## src/rtl/clk_ratio_monitor.sv

```systemverilog
// ---------------------------------------------------------------------------
// clk_ratio_monitor
//
// Samples the three divided clocks (clk4f, clk2f, clkf) as data on clk16f and
// checks, per channel, that every high/low run has the expected length
// (2 / 4 / 8 samples). While acquiring or locked it also checks that each
// rising clkf edge coincides with rising clk2f and clk4f edges. A three-state
// FSM (SEARCH -> ACQ -> LOCKED) declares lock after LOCK_PERIODS consecutive
// clean clkf periods. Downstream SerDes logic is gated on 'locked'.
//
// Ports
//   clk16f     : sampling clock, all inputs sampled on its rising edge
//   reset_L    : asynchronous active-low reset
//   clk4f      : divided clock under test, half-period 2 samples
//   clk2f      : divided clock under test, half-period 4 samples
//   clkf       : divided clock under test, half-period 8 samples
//   clr_err    : synchronous clear of err_flags and err_count
//   locked     : high while the lock FSM is in LOCKED (registered)
//   err_pulse  : one-cycle strobe for an error seen at the previous edge
//   err_flags  : sticky per-channel errors {clkf, clk2f, clk4f}
//   err_count  : saturating count of cycles with err_pulse high
// ---------------------------------------------------------------------------
module clk_ratio_monitor #(
    parameter int unsigned LOCK_PERIODS = 4,
    parameter int unsigned ERR_CNT_W    = 8
) (
    input  logic                 clk16f,
    input  logic                 reset_L,
    input  logic                 clk4f,
    input  logic                 clk2f,
    input  logic                 clkf,
    input  logic                 clr_err,
    output logic                 locked,
    output logic                 err_pulse,
    output logic [2:0]           err_flags,
    output logic [ERR_CNT_W-1:0] err_count
);

    typedef enum logic [1:0] {
        S_SEARCH = 2'd0,
        S_ACQ    = 2'd1,
        S_LOCKED = 2'd2
    } state_t;

    localparam logic [3:0]           LOCK_TARGET = 4'(LOCK_PERIODS);
    localparam logic [ERR_CNT_W-1:0] CNT_MAX     = {ERR_CNT_W{1'b1}};
    localparam logic [ERR_CNT_W-1:0] CNT_ONE     = ERR_CNT_W'(1'b1);

    // Expected half-period per channel index (0: clk4f, 1: clk2f, 2: clkf).
    function automatic logic [3:0] half_period(input int ch);
        case (ch)
            0:       half_period = 4'd2;
            1:       half_period = 4'd4;
            2:       half_period = 4'd8;
            default: half_period = 4'd8;
        endcase
    endfunction

    logic [2:0]           sample_s;
    logic [2:0]           trans_s;
    logic [2:0]           rise_s;
    logic [2:0]           width_err_s;
    logic [2:0]           stuck_err_s;
    logic [2:0]           phase_err_s;
    logic [2:0]           err_vec_s;
    logic                 any_err_s;

    logic [2:0]           prev_q,  prev_d;
    logic [2:0]           armed_q, armed_d;
    logic [3:0]           run_q [3];
    logic [3:0]           run_d [3];
    state_t               state_q, state_d;
    logic [3:0]           periods_q, periods_d;
    logic                 locked_q, locked_d;
    logic                 err_pulse_q, err_pulse_d;
    logic [2:0]           err_flags_q, err_flags_d;
    logic [ERR_CNT_W-1:0] err_count_q, err_count_d;

    assign sample_s = {clkf, clk2f, clk4f};

    // Per-channel run-length tracking and width / stuck detection.
    always_comb begin
        prev_d      = sample_s;
        trans_s     = sample_s ^ prev_q;
        rise_s      = sample_s & ~prev_q;
        armed_d     = armed_q;
        width_err_s = 3'b000;
        stuck_err_s = 3'b000;
        for (int ch = 0; ch < 3; ch++) begin
            run_d[ch] = run_q[ch];
            if (trans_s[ch]) begin
                // The run that just ended is only judged once armed, so the
                // unknown-length first run after reset is never flagged.
                run_d[ch]       = 4'd1;
                armed_d[ch]     = 1'b1;
                width_err_s[ch] = armed_q[ch] && (run_q[ch] != half_period(ch));
            end else begin
                run_d[ch]       = (run_q[ch] == 4'd15) ? 4'd15 : run_q[ch] + 4'd1;
                // Equality (not >=) makes a stuck run report exactly once.
                stuck_err_s[ch] = armed_q[ch] && (run_q[ch] == half_period(ch));
            end
        end
    end

    // Cross-channel alignment check: a clkf rise must carry clk2f/clk4f rises.
    always_comb begin
        phase_err_s = 3'b000;
        if (((state_q == S_ACQ) || (state_q == S_LOCKED)) && rise_s[2]) begin
            phase_err_s[1] = ~rise_s[1];
            phase_err_s[0] = ~rise_s[0];
        end else begin
            phase_err_s = 3'b000;
        end
        err_vec_s = width_err_s | stuck_err_s | phase_err_s;
        any_err_s = |err_vec_s;
    end

    // Error status: a same-edge error overrides clr_err.
    always_comb begin
        err_pulse_d = any_err_s;
        err_flags_d = (clr_err ? 3'b000 : err_flags_q) | err_vec_s;
        err_count_d = err_count_q;
        if (any_err_s) begin
            if (clr_err) begin
                err_count_d = CNT_ONE;
            end else if (err_count_q == CNT_MAX) begin
                err_count_d = CNT_MAX;
            end else begin
                err_count_d = err_count_q + CNT_ONE;
            end
        end else if (clr_err) begin
            err_count_d = '0;
        end else begin
            err_count_d = err_count_q;
        end
    end

    // Lock FSM next-state; an error always wins over a qualifying clkf rise.
    always_comb begin
        state_d   = state_q;
        periods_d = periods_q;
        case (state_q)
            S_SEARCH: begin
                if (rise_s[2] && !any_err_s) begin
                    state_d   = S_ACQ;
                    periods_d = 4'd0;
                end else begin
                    state_d   = S_SEARCH;
                end
            end
            S_ACQ: begin
                if (any_err_s) begin
                    state_d = S_SEARCH;
                end else if (rise_s[2]) begin
                    periods_d = periods_q + 4'd1;
                    if ((periods_q + 4'd1) == LOCK_TARGET) begin
                        state_d = S_LOCKED;
                    end else begin
                        state_d = S_ACQ;
                    end
                end else begin
                    state_d = S_ACQ;
                end
            end
            S_LOCKED: begin
                if (any_err_s) begin
                    state_d = S_SEARCH;
                end else begin
                    state_d = S_LOCKED;
                end
            end
            default: begin
                state_d   = S_SEARCH;
                periods_d = 4'd0;
            end
        endcase
        // Decoding the next state gives a registered 'locked' that drops in
        // the same cycle err_pulse rises.
        locked_d = (state_d == S_LOCKED);
    end

    // State registers with asynchronous active-low reset.
    always_ff @(posedge clk16f or negedge reset_L) begin
        if (!reset_L) begin
            prev_q      <= 3'b000;
            armed_q     <= 3'b000;
            for (int ch = 0; ch < 3; ch++) begin
                run_q[ch] <= 4'd0;
            end
            state_q     <= S_SEARCH;
            periods_q   <= 4'd0;
            locked_q    <= 1'b0;
            err_pulse_q <= 1'b0;
            err_flags_q <= 3'b000;
            err_count_q <= '0;
        end else begin
            prev_q      <= prev_d;
            armed_q     <= armed_d;
            for (int ch = 0; ch < 3; ch++) begin
                run_q[ch] <= run_d[ch];
            end
            state_q     <= state_d;
            periods_q   <= periods_d;
            locked_q    <= locked_d;
            err_pulse_q <= err_pulse_d;
            err_flags_q <= err_flags_d;
            err_count_q <= err_count_d;
        end
    end

    assign locked    = locked_q;
    assign err_pulse = err_pulse_q;
    assign err_flags = err_flags_q;
    assign err_count = err_count_q;

endmodule

```

## config.mk

```make
export PLATFORM = sky130hd
export DESIGN_NAME = clk_ratio_monitor
export DESIGN_NICKNAME = d
export VERILOG_FILES = /design/src/rtl/clk_ratio_monitor.sv
export SDC_FILE = /design/constraint.sdc
export NUM_CORES = 1
export LEC_CHECK = 0
export BUFFER_PORTS_ARGS = -buffer_cell sky130_fd_sc_hd__buf_2
export CAP_MARGIN = 20
export CELL_PAD_IN_SITES_DETAIL_PLACEMENT = 2
export CELL_PAD_IN_SITES_GLOBAL_PLACEMENT = 2
export CORE_ASPECT_RATIO = 0.5
export CORE_UTILIZATION = 37
export DETAILED_ROUTE_END_ITERATION = 8
export PLACE_DENSITY_LB_ADDON = 0.1
export REMOVE_ABC_BUFFERS = 1
export SETUP_SLACK_MARGIN = 0.4
export SYNTH_ARGS = -nofsm -noshare
export SYNTH_HDL_FRONTEND = slang
export SYNTH_SLANG_ARGS = --single-unit
```

## constraint.sdc

```tcl
create_clock -name clk16f -period 2.3 [get_ports clk16f]
set_input_delay 0.46 -clock clk16f [delete_from_list [all_inputs] [get_ports clk16f]]
set_output_delay 0.46 -clock clk16f [all_outputs]
set_load 0.03 [all_outputs]
```

==> run summary <==
I/O pins = 19
Cell Area, Synth = 0.00185 sq mm
Synth area leaders = dfrtp_1 (50%), ha_1 (10%), inv_1 (4.1%), a21oi_1 (3.3%), nand3_1 (3.3%)
share of layout cells above drive strength 1 = 0.260
nets = 236
die height = 51.9 um
fillers = 493
Clock Latency Late Sink = 0.29 ns
overall power = 1.65 mW
Worst Path Max Fanout = 12
post-place setup slack = 0.0473 ns
metal3 WL = 111 um
class of the worst hold path = in2async
Clock Sinks = 37
DR WL/cell = 17.5 um
CTS Hold Bufs = 0
via count = 1460
slew margin rel. = 0.443
Total Neg Setup Slack = 0 ns
area delta synth->final = 24.6%
GRT Total Usage = 0.208
Cells after DPL = 268
Pleak = 1.05 nW
VDD IR max = 0.000331 V
initial antenna violation count = 0
Cell Count, Final, Fillers Out = 281
Starting Density = 0.402
ys flop type = dfrtp_1
Post-synth EDFFs = 0
root buf cell = clkbuf_8
Met1 Routed Length = 2360 um
final setup vio count = 0
worst slew pin tran = 0.835 ns
Post-Route WL = 4920 um
CP startpoint kind = flop
Inserted Diodes = 0
Synth top area share = 0.502
row count = 17
crit path DAT = 2.10 ns
R2R setup slack = 0.38 ns
DRT iter0 DRCs = 24
YS warnings = 0
Yosys cell types = 33
DR pass1 iterations = 4
Yosys reg bits = 37
min cycle time layout = 1.92 ns
CORE AREA = 0.00459 sq mm
CTS Buf Count = 5
chip width = 102 um
Final WS setup = 0.375 ns
slowest CP cell = dfrtp_1
Yosys top cell by area = dfrtp_1
Max stage delay on crit path = 0.39 ns
CP cell instances = inv_1, ha_1, nor3b_4, mux2_4, and4_4, inv_6, buf_4, nor2_4, mux2i_1
Die Area = 0.00529 sq mm
RSZ-0062 raised after global routing = true
FMAX = 520 MHz
met2 WL post-DR = 2420 um
ANT nets after route = 0
vias per cell = 5.20
pin count of the biggest net entering global routing = 38
status = completed
crit path kind = reg2reg
# DRC = 0
CTS tree = done
fin area = 0.00230 sq mm
DP HPWL = 3220 um
Setup Skew = 0.00934 ns
area occupied by multi-input gates = 948 sq um
Max Slew Vio Count = 0
H-tree depth = 2
Seq/Total Area, Yosys = 0.502
max-cap check violation count = 0
first-pass GRT wire length = 8070 um
gp weighted congestion = 0.758
syn avg cell area = 10.1 sq um
count of input and output buffers = 18
maximum root-to-sink buffer count = 2
worst path required time = 2.47 ns
Worst-path clk slew = 0.08 ns
Min Hold Slack = 0.266 ns
grt ovf = 0
area occupied by registers = 926 sq um
Mapped Cells = 182
pwr/cell area = 716 mW/mm^2
Worst setup EP type = flop
placed inst area = 0.00204 sq mm
Final period util = 0.837
Final Hold Viols = 0
DR top layer = met4
fin util = 0.501
vias in the first global route = 1616
ys async rst share = 1.00
## worst max-delay path, delay by kind of cell (launching register included)
family | cells | cell delay (ns)
buf+inv | 3 | 0.34
simple gates | 3 | 0.46
mux | 2 | 0.45
fa+ha+maj | 1 | 0.15
flops | 1 | 0.39
## cell families after synthesis
family                     after synthesis  share of synthesized area
adders and majority gates               15                      0.102
DFF                                     37                      0.502
AOI/OAI and AO/OA                       36                      0.124
muxes                                    5                     0.0292
buffers and inverters                   24                     0.0508
and+or+nand+nor                         65                      0.193
## power breakdown
part / internal, mW / switching (mW) / total [mW] / leakage, nW
sequential: 0.719 / 0.0650 / 0.784 / 0.459
clock: 0.238 / 0.230 / 0.468 / 0.0443
combinational: 0.159 / 0.235 / 0.394 / 0.542
total: 1.12 / 0.530 / 1.65 / 1.05
## final timing paths
kind / startpoint / to / depth (start not counted)
worst min register to register: armed_q[2]$_DFFE_PN0P_ / armed_q[2]$_DFFE_PN0P_ / 1
worst max-delay path: run_q[8]$_DFF_PN0_ / periods_q[0]$_DFFE_PN0P_ / 9
min in group clk16f: clkf / prev_q[2]$_DFF_PN0_ / 1
worst max register to register: run_q[8]$_DFF_PN0_ / periods_q[0]$_DFFE_PN0P_ / 9
max in group asynchronous: reset_L / run_q[3]$_DFF_PN0_ / 1
worst min-delay path: reset_L / err_count[6]$_DFFE_PN0P_ / 1
## metal layers
| layer | GRT usage | vias to the layer above |
|---|---|---|
| li1 | - | 699 |
| met1 | 0.264 | 739 |
| met2 | 0.363 | 17 |
| met3 | 0.0484 | 5 |
| met4 | 0.0500 | 0 |
| met5 | 0 | - |
## cell usage in the layout (no fill, tap or decap), types with 2 or more instances in the layout
cell type | netlist | layout
ha_1 | 15 | 13
a41oi_1 | 2 | 2
nand2_1 | 11 | 10
dfrtp_1 | 37 | 37
nand3b_1 | 3 | 3
o31ai_4 | 0 | 3
a311oi_1 | 2 | 2
o21ai_0 | 4 | 4
nor3_2 | 0 | 2
nor3_1 | 8 | 6
mux2i_1 | 2 | 2
a211oi_1 | 6 | 5
clkbuf_8 | 0 | 6
and2_1 | 3 | 3
or3_1 | 2 | 2
buf_4 | 0 | 11
buf_2 | 1 | 18
a31oi_1 | 5 | 5
ha_4 | 0 | 2
nor2_1 | 8 | 5
nor2_4 | 0 | 2
nand3_1 | 12 | 12
and3_1 | 3 | 3
nand2b_1 | 9 | 9
mux2_4 | 0 | 2
a21oi_1 | 12 | 11
inv_1 | 20 | 19
## area by class of cell
| type | instances | share of cell area |
|---|---|---|
| clock buffer | 7 | 0.0375 |
| inverter | 21 | 0.0365 |
| multi-input combinational | 121 | 0.412 |
| sequential | 37 | 0.403 |
| tap | 66 | 0.0359 |
| timing repair buffer | 29 | 0.0751 |
## synth_stat cells (2+ instances only)
cell and n:
dfrtp_1 37, inv_1 20, ha_1 15, a21oi_1 12
nand3_1 12, nand2_1 11, nand2b_1 9, nor2_1 8
nor3_1 8, a211oi_1 6, a31oi_1 5, o21ai_0 4
and2_1 3, and3_1 3, mux2_2 3, nand3b_1 3
o31ai_1 3, a311oi_1 2, a41oi_1 2, mux2i_1 2
or3_1 2
## registers in the layout (all words and copies together), names as in the netlist
name       cells
run_q         12
err_count      8
periods_q      4
armed_q        3
err_flags      3
prev_q         3
state_q        2
err_pulse      1
locked         1
## what timing repair did
action	in CTS	in global routing
pin swaps	5	9
setup buffers	6	0
setup endpoints to repair	12	13
resized for setup	10	14
(Power assumes the default switching activity.)
